===== config.mk =====
export PLATFORM = sky130hd
export DESIGN_NAME = mips_exec_mem_stage_flat
export DESIGN_NICKNAME = d
export VERILOG_FILES = /design/src/rtl/mips_exec_mem_if.sv /design/src/rtl/mips_exec_mem_stage.sv /design/src/flat_wrapper.sv
export SDC_FILE = /design/constraint.sdc
export NUM_CORES = 2
export LEC_CHECK = 0
export CORE_MARGIN = 4
export CORE_UTILIZATION = 55
export CTS_BUF_LIST = sky130_fd_sc_hd__clkbuf_8
export CTS_CLUSTER_SIZE = 25
export DETAILED_ROUTE_END_ITERATION = 8
export PLACE_DENSITY = 0.68
export SYNTH_ARGS = -nofsm -noshare
export SYNTH_HDL_FRONTEND = slang
export SYNTH_SLANG_ARGS = --single-unit
export TNS_END_PERCENT = 10

===== constraint.sdc =====
create_clock -name clk -period 9.2 [get_ports clk]
set_input_delay 1.84 -clock clk [delete_from_list [all_inputs] [get_ports clk]]
set_output_delay 1.84 -clock clk [all_outputs]
set_load 0.02 [all_outputs]

===== src/rtl/mips_exec_mem_if.sv =====
// mips_exec_mem_if: instruction, operand, decode, ALU and data-memory signals of the exec/mem stage
interface mips_exec_mem_if;
  logic        we;
  logic        re;
  logic [31:0] ins_mem;
  logic [31:0] read_data1;
  logic [31:0] read_data2;
  logic [4:0]  read_register1;
  logic [4:0]  read_register2;
  logic [4:0]  write_register;
  logic [31:0] ALU_result;
  logic        zero;
  logic [31:0] data_mem_out;
  modport master (
    output we, re, ins_mem, read_data1, read_data2,
    input  read_register1, read_register2, write_register, ALU_result, zero, data_mem_out
  );
  modport slave (
    input  we, re, ins_mem, read_data1, read_data2,
    output read_register1, read_register2, write_register, ALU_result, zero, data_mem_out
  );
endinterface


===== src/rtl/mips_exec_mem_stage.sv =====
// mips_exec_mem_stage: single-cycle MIPS decode, ALU and word-addressed data memory
module mips_exec_mem_stage #(
  parameter int MEM_DEPTH  = 64,
  parameter int MEM_ADDR_W = 6
) (
  input logic clk,
  input logic rst,
  mips_exec_mem_if.slave bus
);
  logic [5:0]            opcode;
  logic [5:0]            funct;
  logic [4:0]            shamt;
  logic [31:0]           rd1;
  logic [31:0]           rd2;
  logic [31:0]           imm_s;
  logic [31:0]           imm_z;
  logic [31:0]           alu;
  logic [MEM_ADDR_W-1:0] idx;
  logic [31:0]           mem_q [MEM_DEPTH];
  logic [31:0]           dout_q;
  assign opcode = bus.ins_mem[31:26];
  assign funct  = bus.ins_mem[5:0];
  assign shamt  = bus.ins_mem[10:6];
  assign rd1    = bus.read_data1;
  assign rd2    = bus.read_data2;
  assign imm_s  = {{16{bus.ins_mem[15]}}, bus.ins_mem[15:0]};
  assign imm_z  = {16'h0, bus.ins_mem[15:0]};
  assign bus.read_register1 = bus.ins_mem[25:21];
  assign bus.read_register2 = bus.ins_mem[20:16];
  assign bus.write_register = (opcode == 6'h00) ? bus.ins_mem[15:11] : bus.ins_mem[20:16];
  always_comb begin
    alu = '0;
    if (opcode == 6'h00) begin
      case (funct)
        6'h20, 6'h21: alu = rd1 + rd2;
        6'h22, 6'h23: alu = rd1 - rd2;
        6'h24:        alu = rd1 & rd2;
        6'h25:        alu = rd1 | rd2;
        6'h26:        alu = rd1 ^ rd2;
        6'h27:        alu = ~(rd1 | rd2);
        6'h2A:        alu = {31'h0, $signed(rd1) < $signed(rd2)};
        6'h2B:        alu = {31'h0, rd1 < rd2};
        6'h00:        alu = rd2 << shamt;
        6'h02:        alu = rd2 >> shamt;
        6'h03:        alu = $unsigned($signed(rd2) >>> shamt);
        default:      alu = '0;
      endcase
    end else begin
      case (opcode)
        6'h23, 6'h2B, 6'h08, 6'h09: alu = rd1 + imm_s;
        6'h0C:   alu = rd1 & imm_z;
        6'h0D:   alu = rd1 | imm_z;
        6'h0A:   alu = {31'h0, $signed(rd1) < $signed(imm_s)};
        6'h0F:   alu = {bus.ins_mem[15:0], 16'h0};
        default: alu = '0;
      endcase
    end
  end
  assign bus.ALU_result   = alu;
  assign bus.zero         = (alu == '0);
  assign idx              = alu[MEM_ADDR_W-1:0];
  assign bus.data_mem_out = dout_q;
  // write has priority over read; a read returns the word as it was before this edge
  always_ff @(posedge clk) begin
    if (rst) begin
      for (int i = 0; i < MEM_DEPTH; i++) mem_q[i] <= '0;
      dout_q <= '0;
    end else if (bus.we) begin
      mem_q[idx] <= rd2;
    end else if (bus.re) begin
      dout_q <= mem_q[idx];
    end
  end
endmodule


===== src/flat_wrapper.sv =====
// flat-port wrapper written by rule: the top's interface ports become plain ports
module mips_exec_mem_stage_flat 
#(
  parameter int MEM_DEPTH  = 64,
  parameter int MEM_ADDR_W = 6
)
  (clk, rst, bus_we, bus_re, bus_ins_mem, bus_read_data1, bus_read_data2, bus_read_register1, bus_read_register2, bus_write_register, bus_ALU_result, bus_zero, bus_data_mem_out);
  mips_exec_mem_if bus_i ();
  input logic clk;
  input logic rst;
  input wire logic [$bits(bus_i.we)-1:0] bus_we;
  input wire logic [$bits(bus_i.re)-1:0] bus_re;
  input wire logic [$bits(bus_i.ins_mem)-1:0] bus_ins_mem;
  input wire logic [$bits(bus_i.read_data1)-1:0] bus_read_data1;
  input wire logic [$bits(bus_i.read_data2)-1:0] bus_read_data2;
  output wire logic [$bits(bus_i.read_register1)-1:0] bus_read_register1;
  output wire logic [$bits(bus_i.read_register2)-1:0] bus_read_register2;
  output wire logic [$bits(bus_i.write_register)-1:0] bus_write_register;
  output wire logic [$bits(bus_i.ALU_result)-1:0] bus_ALU_result;
  output wire logic [$bits(bus_i.zero)-1:0] bus_zero;
  output wire logic [$bits(bus_i.data_mem_out)-1:0] bus_data_mem_out;
  assign bus_i.we = bus_we;
  assign bus_i.re = bus_re;
  assign bus_i.ins_mem = bus_ins_mem;
  assign bus_i.read_data1 = bus_read_data1;
  assign bus_i.read_data2 = bus_read_data2;
  assign bus_read_register1 = bus_i.read_register1;
  assign bus_read_register2 = bus_i.read_register2;
  assign bus_write_register = bus_i.write_register;
  assign bus_ALU_result = bus_i.ALU_result;
  assign bus_zero = bus_i.zero;
  assign bus_data_mem_out = bus_i.data_mem_out;
  mips_exec_mem_stage #(.MEM_DEPTH(MEM_DEPTH), .MEM_ADDR_W(MEM_ADDR_W)) u_core (.clk(clk), .rst(rst), .bus(bus_i));
endmodule

==> impl_table.tex <==
\begin{tabular}{lr}
\hline
Metric & Value \\
\hline
\multicolumn{2}{l}{\textbf{Finish}} \\
\quad Most frequent cells in the layout & sky130\_fd\_sc\_hd\_\_nor3\_1, sky130\_fd\_sc\_hd\_\_edfxtp\_1, sky130\_fd\_sc\_hd\_\_nand2\_1 \\
\quad Post-layout instance count excluding filler cells & 13,450 \\
\quad Synth-to-layout area growth & 15.82\% \\
\quad Post-layout net count & 10,830 \\
\quad Share of post-route cells with drive strength above 1 & 0.1733 \\
\quad Leading cell type in the layout, fill and taps excluded & sky130\_fd\_sc\_hd\_\_nor3\_1 \\
\quad Fin area & 124,900 sq um \\
\multicolumn{2}{l}{\textbf{Logic synthesis}} \\
\quad Synth Net Count & 10,430 \\
\quad Post-synth cell types & 99 \\
\quad Average footprint of a synthesized cell & 10.62 sq um \\
\quad Netlist area before placement & 107,800 sq um \\
\quad Fraction of synthesis flops using an asynchronous set or reset pin & 0 \\
\quad Count of mapped cells out of synthesis & 10,150 \\
\quad Seq/Total Area, Yosys & 0.5763 \\
\quad Total number of yosys warnings & 0 \\
\quad EDFF count, synth & 2,048 \\
\quad Flop and latch count out of synthesis & 2,080 \\
\quad Top flip-flop cell by instance count after synthesis & sky130\_fd\_sc\_hd\_\_edfxtp\_1 \\
\multicolumn{2}{l}{\textbf{Clock network}} \\
\quad Clock net sink count & 2,080 \\
\quad Quantity of hold-fixing buffers added after cts & 0 \\
\quad Clock tree from TritonCTS & built \\
\quad Buffers from clock root to sink, at most & 4 \\
\quad Inserted Clock Buffers & 357 \\
\quad Worst-path clk slew & 0.06 ns \\
\quad Cell chosen for the clock root & sky130\_fd\_sc\_hd\_\_clkbuf\_8 \\
\quad Clock latency of the later-clocked register in the worst-skew pair & 1.16 ns \\
\quad Total number of H-tree levels & 5 \\
\multicolumn{2}{l}{\textbf{Timing}} \\
\quad Final Hold Violating Endpoints & 0 \\
\quad Maximum clock frequency & 110.8 MHz \\
\quad Number of max-slew violations in the final report & 0 \\
\quad Skew final & 0.09824 ns \\
\quad Max-slew headroom at the worst pin & 0.01407 \\
\quad Setup violation total in the final timing report & 0 \\
\quad Slew of the pin with the lowest slew margin & 1.442 ns \\
\quad Worst hold slack & 0.5340 ns \\
\quad Setup repair after global routing missed its margin & no \\
\quad Period utilisation layout & 0.9806 \\
\quad Clock period minus final worst setup slack & 9.021 ns \\
\multicolumn{2}{l}{\textbf{Drt}} \\
\quad Average routed wire per standard cell & 33.93 um \\
\quad Post-detailed-route DRC marker count & 0 \\
\quad Initial DRC count & 16,320 \\
\quad Via-to-Cell Ratio & 7.028 \\
\quad Total length of routed wires & 456.5 mm \\
\quad Routed Antenna Nets & 0 \\
\quad DRT Pass-1 Iters & 9 \\
\quad DR vias & 94,550 \\
\multicolumn{2}{l}{\textbf{Die}} \\
\quad Full die area & 203,200 sq um \\
\quad Core Area & 195,000 sq um \\
\quad IO Pins & 180 \\
\quad Vertical die dimension & 450.8 um \\
\quad Row count & 162 \\
\quad Initial standard-cell utilization of the core & 0.5530 \\
\quad Horizontal die dimension & 450.8 um \\
\multicolumn{2}{l}{\textbf{Global route}} \\
\quad GRT overflow & 0 \\
\quad Number of global-route vias before repair & 89,430 \\
\quad Global-route wire length before repair & 646.3 mm \\
\quad Overall routing resource usage & 0.4369 \\
\quad Number of antenna violations at the first check in global routing & 24 \\
\quad Maximum number of pins on one net before global-route repair & 158 \\
\multicolumn{2}{l}{\textbf{Worst setup path}} \\
\quad Worst Path Max Fanout & 5 \\
\quad Kind of launch point of the worst setup path & primary input \\
\quad Type of the setup path with the least slack & in -> out \\
\quad CP required & 7.36 ns \\
\quad Crit path arrival time & 7.18 ns \\
\quad Critical path capture point type & output pin \\
\multicolumn{2}{l}{\textbf{Power and ir drop}} \\
\quad Power density over cell area & 174.3 nW/um\^{}2 \\
\quad Peak supply drop & 0.0001557 V \\
\quad Fraction of power consumed by sequential logic & 0.506 \\
\quad Net load switching power & 0.006046 W \\
\quad Part of the power in the clock network & 0.354 \\
\quad Combinational group share of total power & 0.140 \\
\quad Leak Pwr & 43.14 nW \\
\quad Cell internal power dissipation & 0.01573 W \\
\quad Total Power Consumption & 0.02177 W \\
\quad Net switching share of the total power & 0.2777 \\
\multicolumn{2}{l}{\textbf{Worst hold path}} \\
\quad Type of the worst min-delay path & reg -> reg \\
\multicolumn{2}{l}{\textbf{Place}} \\
\quad Routability congestion estimate & 1.041 \\
\quad Area post-placement & 118,500 sq um \\
\quad Input/output buffers & 169 \\
\quad Sum of net half-perimeters after detailed placement & 287.0 mm \\
\quad Post-placement cell count & 12,820 \\
\multicolumn{2}{l}{\textbf{Flow run}} \\
\quad Max Cap Viol & 1 \\
\multicolumn{2}{l}{\textbf{Outcome}} \\
\quad Violated checks & capacitance limit \\
\quad Run status & finished with violations \\
\hline
\end{tabular}
## kinds of logic (layout without fill, tap and decap cells)
group | after synthesis | after routing | synth area share
and+or+nand+nor | 4380 | 4380 | 0.1892
DFF | 2080 | 2080 | 0.5763
AOI/OAI and AO/OA | 1585 | 1585 | 0.1024
buffers and inverters | 1366 | 2029 | 0.05110
muxes | 517 | 517 | 0.05643
adders and majority gates | 178 | 178 | 0.02086
xor gates and xnor gates | 46 | 46 | 0.003736
other | 0 | 14 | 0
## power groups by stage
stage | combinational, W | clock, W | sequential (W)
floorplan | 0.00143 | 0 | 0.0112
global placement | 0.00289 | 0 | 0.0112
detailed placement | 0.00291 | 0 | 0.0112
CTS | 0.00292 | 0.00768 | 0.0110
global route | 0.00312 | 0.00813 | 0.0111
finish | 0.00304 | 0.00771 | 0.0110
## cell usage after synthesis, drive strengths merged, types with 80 or more instances
cell type,n,area [sq um]
nor3,2111,10570
edfxtp,2048,61500
nand2,1252,4700
clkbuf,907,3425
nand3,546,2733
a21oi,384,1922
mux2i,350,3503
buf,305,1503
nor2,253,949.7
o21ai,185,929.6
ha,175,2190
inv,151,566.8
a211oi,108,815.8
mux2,108,1216
a221oi,107,943.4
o21bai,85,638.1
a22oi,80,600.6
## worst max-delay path: stages
cell and delay (ns):
sky130_fd_sc_hd__clkdlybuf4s50_1 0.45, sky130_fd_sc_hd__buf_4 0.16, sky130_fd_sc_hd__buf_4 0.15, sky130_fd_sc_hd__fa_1 0.46, sky130_fd_sc_hd__buf_4 0.16, sky130_fd_sc_hd__a21o_1 0.15, sky130_fd_sc_hd__a21oi_1 0.20, sky130_fd_sc_hd__xor2_1 0.24
sky130_fd_sc_hd__o22ai_1 0.26, sky130_fd_sc_hd__a41oi_1 0.22, sky130_fd_sc_hd__a21boi_2 0.27, sky130_fd_sc_hd__nand3_1 0.39, sky130_fd_sc_hd__nor4_1 0.34, sky130_fd_sc_hd__buf_4 0.16, sky130_fd_sc_hd__nand4_1 0.09, sky130_fd_sc_hd__or4_1 0.61
sky130_fd_sc_hd__or4_1 0.56, sky130_fd_sc_hd__nor4_2 0.22, sky130_fd_sc_hd__clkbuf_2 0.23
## worst paths after layout
kind,end,depth (start not counted),from,slack (ns)
setup reg to reg,u_core.bus.data_mem_out[5]$_SDFFE_PP0P_,7,u_core.mem_q[54][5]$_SDFFCE_PN0P_,6.33
hold / removal,u_core.bus.data_mem_out[26]$_SDFFE_PP0P_,2,u_core.bus.data_mem_out[26]$_SDFFE_PP0P_,0.53
hold reg to reg,u_core.bus.data_mem_out[26]$_SDFFE_PP0P_,2,u_core.bus.data_mem_out[26]$_SDFFE_PP0P_,0.53
setup / recovery,bus_zero,19,bus_read_data1[1],0.18
## layout make-up
cell class	instances	area [sq um]
Multi-Input combinational cell	6706	41200
Fill cell	15630	70100
Tap cell	2624	3283
Inverter	153	605.6
Sequential cell	2080	62140
Timing Repair Buffer	1254	11320
Antenna cell	14	35.03
Clock inverter	250	1175
Clock buffer	372	5120
## routing by layer
layer	routed length (um)	track usage
met2	194000	0.6360
met4	37940	0.2905
met1	156600	0.5674
met3	67680	0.1304
met5	253	0
## sequential cells by signal, summed over array words and instances (netlist names)
name                     cells
u_core.bus.data_mem_out     32
u_core.mem_q              2048
## what timing repair did
action / 4_1_cts / 5_1_grt
buffers inserted: 0 / 0
setup endpoints to repair: 1 / 2
hold endpoints to repair: 0 / 0
gates resized for setup: 6 / 7
## stage by stage
| stage | utilization | worst slack (ns) | setup TNS (ns) |
|---|---|---|---|
| final | 0.6405 | 0.1787 | 0 |
| after global routing | 0.6403 | 0.002840 | 0 |
| after CTS | 0.6401 | 0.005136 | 0 |
| after detailed placement | 0.6078 | -0.5788 | -0.5788 |
| after global placement | 0.6078 | -0.6002 | -0.6002 |
| after floorplan | - | 0.5313 | 0 |
Power figures use the tool's default switching activity.
